[config.mk]
export PLATFORM = sky130hd
export DESIGN_NAME = gmux_enable_sequencer
export DESIGN_NICKNAME = d
export VERILOG_FILES = /design/src/rtl/gmux_enable_sequencer.sv
export SDC_FILE = /design/constraint.sdc
export NUM_CORES = 1
export LEC_CHECK = 0
export CAP_MARGIN = 5
export CORE_MARGIN = 1
export CORE_UTILIZATION = 40
export DETAILED_ROUTE_END_ITERATION = 10
export MAX_ROUTING_LAYER = met4
export PLACE_DENSITY = 0.64
export SLEW_MARGIN = 20
export SYNTH_ARGS = -nofsm -noshare
export SYNTH_HDL_FRONTEND = slang
export SYNTH_SLANG_ARGS = --single-unit
[constraint.sdc]
create_clock -name CLK -period 3.4 [get_ports CLK]
set_input_delay 0.51 -clock CLK [delete_from_list [all_inputs] [get_ports CLK]]
set_output_delay 0.51 -clock CLK [all_outputs]
set_load 0.005 [all_outputs]
[src/rtl/gmux_enable_sequencer.sv]
// gmux_enable_sequencer
//   Drives the IS0 select lines of a bank of global clock muxes so that only
//   one select changes at a time. After each change the block waits a fixed
//   settle window, then pulses ACK for the channel that changed. Pending
//   changes are picked round-robin so no channel can starve.
//
// Ports
//   CLK      free-running sequencer clock (not derived from any GMUX)
//   RST_N    asynchronous active-low reset
//   REQ_EN   desired select state per GMUX (level, synchronous to CLK)
//   IS0      registered select drive to the GMUX IS0 pins
//   ACK      one-cycle pulse: IS0[i] has settled at its new value
//   BUSY     high while a change is in flight (SETTLE or DONE)
//   CUR_IDX  channel currently being changed; holds last value when idle
module gmux_enable_sequencer #(
    parameter int NUM_GMUX      = 5,
    parameter int SETTLE_CYCLES = 4,
    parameter int IDX_W         = (NUM_GMUX > 1) ? $clog2(NUM_GMUX) : 1,
    parameter int CNT_W         = $clog2(SETTLE_CYCLES + 1)
) (
    input  logic                CLK,
    input  logic                RST_N,
    input  logic [NUM_GMUX-1:0] REQ_EN,
    output logic [NUM_GMUX-1:0] IS0,
    output logic [NUM_GMUX-1:0] ACK,
    output logic                BUSY,
    output logic [IDX_W-1:0]    CUR_IDX
);

    localparam logic [1:0] ST_IDLE   = 2'd0;
    localparam logic [1:0] ST_SETTLE = 2'd1;
    localparam logic [1:0] ST_DONE   = 2'd2;

    localparam int unsigned N = NUM_GMUX;

    logic [1:0]          state;
    logic [IDX_W-1:0]    ptr;
    logic [CNT_W-1:0]    cnt;

    logic [NUM_GMUX-1:0] pending;
    logic                found;
    logic [IDX_W-1:0]    pick;
    logic [IDX_W-1:0]    probe;
    int unsigned         j;

    // Round-robin pick: first pending channel at or above the pointer,
    // wrapping from the top channel back to channel 0.
    always_comb begin
        pending = REQ_EN ^ IS0;
        found   = 1'b0;
        pick    = '0;
        probe   = '0;
        j       = 0;
        for (int unsigned i = 0; i < N; i++) begin
            j = int'(ptr) + i;
            if (j >= N) begin
                j = j - N;
            end
            probe = IDX_W'(j);
            if (!found && pending[probe]) begin
                found = 1'b1;
                pick  = probe;
            end
        end
    end

    always_ff @(posedge CLK or negedge RST_N) begin
        if (!RST_N) begin
            state   <= ST_IDLE;
            ptr     <= '0;
            cnt     <= '0;
            IS0     <= '0;
            ACK     <= '0;
            BUSY    <= 1'b0;
            CUR_IDX <= '0;
        end else begin
            case (state)
                ST_IDLE: begin
                    if (found) begin
                        IS0[pick] <= ~IS0[pick];
                        CUR_IDX   <= pick;
                        cnt       <= CNT_W'(SETTLE_CYCLES - 1);
                        BUSY      <= 1'b1;
                        state     <= ST_SETTLE;
                    end
                end
                ST_SETTLE: begin
                    // IS0 is frozen and REQ_EN ignored until the window ends.
                    if (cnt == '0) begin
                        ACK[CUR_IDX] <= 1'b1;
                        state        <= ST_DONE;
                    end else begin
                        cnt <= cnt - 1'b1;
                    end
                end
                ST_DONE: begin
                    ACK  <= '0;
                    BUSY <= 1'b0;
                    if (CUR_IDX == IDX_W'(NUM_GMUX - 1)) begin
                        ptr <= '0;
                    end else begin
                        ptr <= CUR_IDX + 1'b1;
                    end
                    state <= ST_IDLE;
                end
                default: begin
                    state <= ST_IDLE;
                end
            endcase
        end
    end

endmodule

# Word-level counts from Yosys, hierarchy flattened
# Index checks and enable logic that the tools add are counted.
[op_classes]
addsub = 11
order_cmp = 14
n_eq_ne = 6
muxes = 43
bitwise_logic = 3
n_reduce_logical = 20
[ops]
columns = ["op", "n"]
rows = [
  ["$mux 3", 13],
  ["$lt 3x4->1 const B", 7],
  ["$bmux 1 s3", 6],
  ["$ge 4x3->1 const B", 4],
  ["$sub 3x3->3 const B", 5],
  ["$mux 1", 14],
  ["$pmux 5 s2", 1],
  ["$add 3x2->4 const B", 2],
  ["$reduce_and 2->1", 4],
  ["$demux 1 s3", 2],
  ["$ge 3x1->1 const B", 2],
  ["$logic_and 1x1->1", 6],
  ["$ne 2x2->1 const B", 3],
  ["$pmux 3 s2", 1],
  ["$reduce_bool 2->1", 3],
  ["$bwmux 5", 1],
  ["$mux 5", 1],
  ["$or 5x5->5", 1],
  ["$xor 5x5->5", 1],
  ["$add 3x1->4 const B", 1],
  ["$add 3x3->4 const B", 1],
  ["$logic_not 1->1", 4],
  ["$mux 2", 2],
  ["$pmux 2 s2", 1],
  ["11 further kinds", 11],
]
[totals]
reg_bits = 22
in_bits = 7
elab_cells = 104

# Longest topological paths before layout
[depth]
depth_word = 22
mapped_depth = 16
mapped_depth_nobuf = 14

# Worst setup path before layout
# OpenSTA, ideal clock, no wires.
[synth_timing]
path_kind = "register -> register"
start = "register ptr[0]"
end = "register IS0[3]"
setup_time_ns = 0.125
arrival_ns = 3.425
t_required_ns = 3.275
slack_ns = -0.150
stages_incl_launch_ff = 16
n_path_buf = 2
cell_sequence = "dfrtp_1 buf_4 inv_2 ha_1 inv_1 fa_1 buf_2 or3_4 a211o_1 a21oi_2 a211o_2 nor2_2 a211o_1 or3_4 nand2b_4 xnor2_2"
[synth_via]
elab_chain_len = 22
elab_cells_between_ends = 57
cone_classes = "add/sub (9); order compare (7); mux (30); bitwise (1); reduce/logical (10)"
[synth_rtl]
columns = ["item", "line", "rtl"]
rows = [
  ["start: declaration", "37", "logic [IDX_W-1:0] ptr;"],
  ["start signal: assignment", "102", "ptr <= CUR_IDX + 1'b1;"],
  ["parallel branches: the longest is 22 deep, another holds $add 3x1->4", "-", ""],
  ["end signal: indexed assignment", "80", "IS0[pick] <= ~IS0[pick];"],
  ["end: declaration", "24", "output logic [NUM_GMUX-1:0] IS0,"],
]
# Several ways; the timed one is not identified. The select of a mux whose other input is x is not followed.
# A chain may end at the register's enable or synchronous reset.

# Worst setup path after layout
[layout_timing]
start = "register ptr[0]"
end = "register IS0[1]"
# Same word-level chain as after synthesis.

==> impl_summary.txt <==
----------------------------------------------------
[STA]
  Tightest hold margin ... 204 ps
  Timing-limited maximum frequency ... 0.303 GHz
  Remaining max-slew budget at the tightest pin ... around 53%
  Min cycle time layout ... around 3300 ps
  Final setup violating endpoints ... 0
  Crit share post-route ... slightly below 100%
  Final hold violation count ... 0
  Total count of max-transition violations in the final report ... 0
  RSZ-0062 raised after global routing ... yes
  Worst slew pin tran ... 700 ps
  Maximum clock skew at final layout ... 2.25 ps

[Die]
  Ports placed on the boundary ... 21
  Floorplan die width ... 77.7 um
  Overall die area ... about 6000 um2
  Area inside the core boundary ... 5510 um2
  Effective utilization at floorplan ... 41.6%
  Number of cell rows ... 27
  Floorplan die height ... 77.7 um

[Logic synthesis]
  Number of instances in the synthesized netlist ... 265
  Area share of the largest cell type after synthesis ... 24.0%
  Synth top area cells ... sky130_fd_sc_hd__dfrtp_1, sky130_fd_sc_hd__ha_1, sky130_fd_sc_hd__xnor2_1, sky130_fd_sc_hd__nor2_1, sky130_fd_sc_hd__a21oi_1
  Number of flip-flops and latches in the synthesized netlist ... 22
  Cell type with the largest total area after synthesis ... sky130_fd_sc_hd__dfrtp_1
  Count of distinct cell types in the synthesized netlist ... 74
  Most instantiated cells after synthesis ... sky130_fd_sc_hd__dfrtp_1, sky130_fd_sc_hd__nor2_1, sky130_fd_sc_hd__nand2_1
  Share of synthesized registers carrying an async set or reset ... 100%
  Share of the yosys chip area belonging to registers ... between 20% and 30%
  Most repeated cell in the gate-level netlist after synthesis ... sky130_fd_sc_hd__dfrtp_1
  Post-synth EDFFs ... 0
  Mean post-synth cell area ... around 8.6 um2
  Synthesis warning total ... 0
  Dominant register cell in the synthesized netlist ... sky130_fd_sc_hd__dfrtp_1
  Cell area after synthesis ... approximately 2300 um2
  Syn Nets ... between 200 and 300

[Routing]
  Post-DR vias/cell ... roughly 5.9
  Post-detailed-route wirelength per cell ... 15.8 um
  DRC violation count after routing ... 0
  DR iter-0 viols ... 154
  Drt total wl ... about 6000 um
  Router iterations before antenna repair ... 4
  Total via count in the routed design ... approximately 2.2k
  Number of antenna-violating nets in the routed design ... 0

[Worst setup path]
  Slowest cell on crit path ... sky130_fd_sc_hd__dfrtp_2
  Kind of critical path ... register to register
  Delay of the slowest cell on the worst path ... 430 ps
  Cell-by-cell trace of the critical path ... clkinv_4 > ha_4 > inv_2 > fa_2 > buf_6 > o21a_1 > o41ai_4 > nor3_2 > or2_4 > and3b_2 > nand3_2 > a32oi_1 > buf_4 > nor4b_4 > xor2_1
  Startpoint type of the worst setup path ... register
  Critical Path RT ... 3540 ps
  Maximum fanout along the worst path ... 6
  Arrival time of data at the critical path endpoint ... between 3000 and 4000 ps
  Logic depth of the worst register-to-register path ... 15
  Endpoint class of the critical path ... register

[Place]
  Input/output buffers ... 20
  DP HPWL ... 4510 um
  Total placed instance area ... 2690 um2
  RePlAce Congestion ... roughly 0.96

[Cells and area]
  Layout cells sized above 1 ... 28.2%
  Final layout net count ... 329
  Synthesis-to-finish area growth ... 29.8%
  Final instance area ... 2970 um2
  Antenna fix cells ... 0
  Area used by multi-input combinational logic ... approximately 1800 um2
  Final standard cell utilization of the core ... 54.0%
  Number of fill cells ... 518
  Sequential Area ... ~550 um2

[Clocking]
  Clock tree root driver cell ... sky130_fd_sc_hd__clkbuf_8
  Clock-pin transition on the worst setup and hold timing paths ... 80 ps
  Maximum buffer depth of the clock tree ... 2
  Number of CTS-inserted buffers ... 3
  Number of clock sinks seen by CTS ... 22
  Clock tree from TritonCTS ... yes
  Clock latency on the worst-skew pair ... 260 ps
  CTS HTree Levels ... 1

[Global route]
  Leftover overflow at the end of global routing ... 0
  Largest net degree at the start of global routing ... 23
  Antenna violations before repair ... 0
  First-pass GRT wire length ... 10,100 um
  Vias in the first global route ... about 2.1k
  Combined global-route utilization of all metal layers ... 21.3%

[Flow run]
  Max-cap violations ... 0

[Outcome]
  Run status ... finished clean

[Worst hold path]
  Worst min-delay path class ... input port to async pin

----------------------------------------------------
==> stage by stage <==
step / instances / setup WS, ps / TNS [ps]
global placement: 369 / -91.2 / -91.2
finish: 380 / 95.1 / 0
floorplan: 265 / 6.80 / 0
detailed placement: 369 / -95.4 / -95.4
CTS: 373 / 11.9 / 0
global route: 380 / -25.2 / -45.3
==> layout make-up <==
| cell class | instances | area share (%) |
|---|---|---|
| Multi-Input combinational cell | 222 | 60.5 |
| Timing Repair Buffer | 47 | 13.6 |
| Clock inverter | 1 | 1.01 |
| Sequential cell | 22 | 18.6 |
| Tap cell | 72 | 3.03 |
| Clock buffer | 3 | 1.39 |
| Inverter | 13 | 1.81 |
==> critical path: cells and delay by family, from the launching register on <==
family                     cells  cell delay (ps)
AOI/OAI and AO/OA              3              770
xor gates and xnor gates       1              170
adders and majority gates      2              550
buffers and inverters          4              440
DFF                            1              430
and+or+nand+nor                5              810
==> repair_timing <==
item | CTS | global route
resized for setup | 4 | 35
hold buffers | 0 | 0
setup buffers | 0 | 7
pin swaps | 0 | 10
endpoints found under the setup margin | 2 | 9
==> registers in the layout (all words and copies together), names as in the netlist <==
| signal | cells |
|---|---|
| ACK | 5 |
| CUR_IDX | 3 |
| IS0 | 5 |
| cnt | 3 |
| ptr | 3 |
| BUSY | 1 |
| state | 2 |
==> path summary, 6_finish.rpt <==
kind,start,endpoint,slack (ps)
max in group asynchronous,RST_N,ptr[0],2840
max reg2reg,ptr[0],IS0[1],100
min reg2reg,BUSY,BUSY,500
max,ptr[0],IS0[1],100
min,RST_N,IS0[3],200
min in group CLK,BUSY,BUSY,500
==> cells by family after synthesis <==
family | share of synthesized area (%)
xor+xnor | 6.06
mux | 3.22
simple gates | 24.5
fa+ha+maj | 7.43
buf+inv | 4.48
compound gates | 30.3
flops | 24.0
==> placed cells by master (no fill, tap or decap), drive strengths merged, types with 6 or more instances in the layout <==
cell type / n
a31oi: 11
a21oi: 15
nand3: 13
o21ai: 15
xnor2: 10
nor2: 22
clkdlybuf4s50: 19
buf: 28
nand2b: 8
dfrtp: 22
ha: 12
inv: 12
nand2: 17
and3: 6
==> per-layer routing <==
| metal | GRT usage [%] | up-vias | part of all wire (%) |
|---|---|---|---|
| met3 | 1.76 | 8 | 4.0 |
| met4 | 6.98 | 0 | 1.6 |
| met1 | 27.9 | 1076 | 47 |
| met2 | 34.8 | 56 | 48 |
| li1 | - | 1090 | - |
| met5 | - | - | 0 |
Power is not shown: default switching activity piles up to over one toggle a cycle in this logic, so the estimate is an artifact.
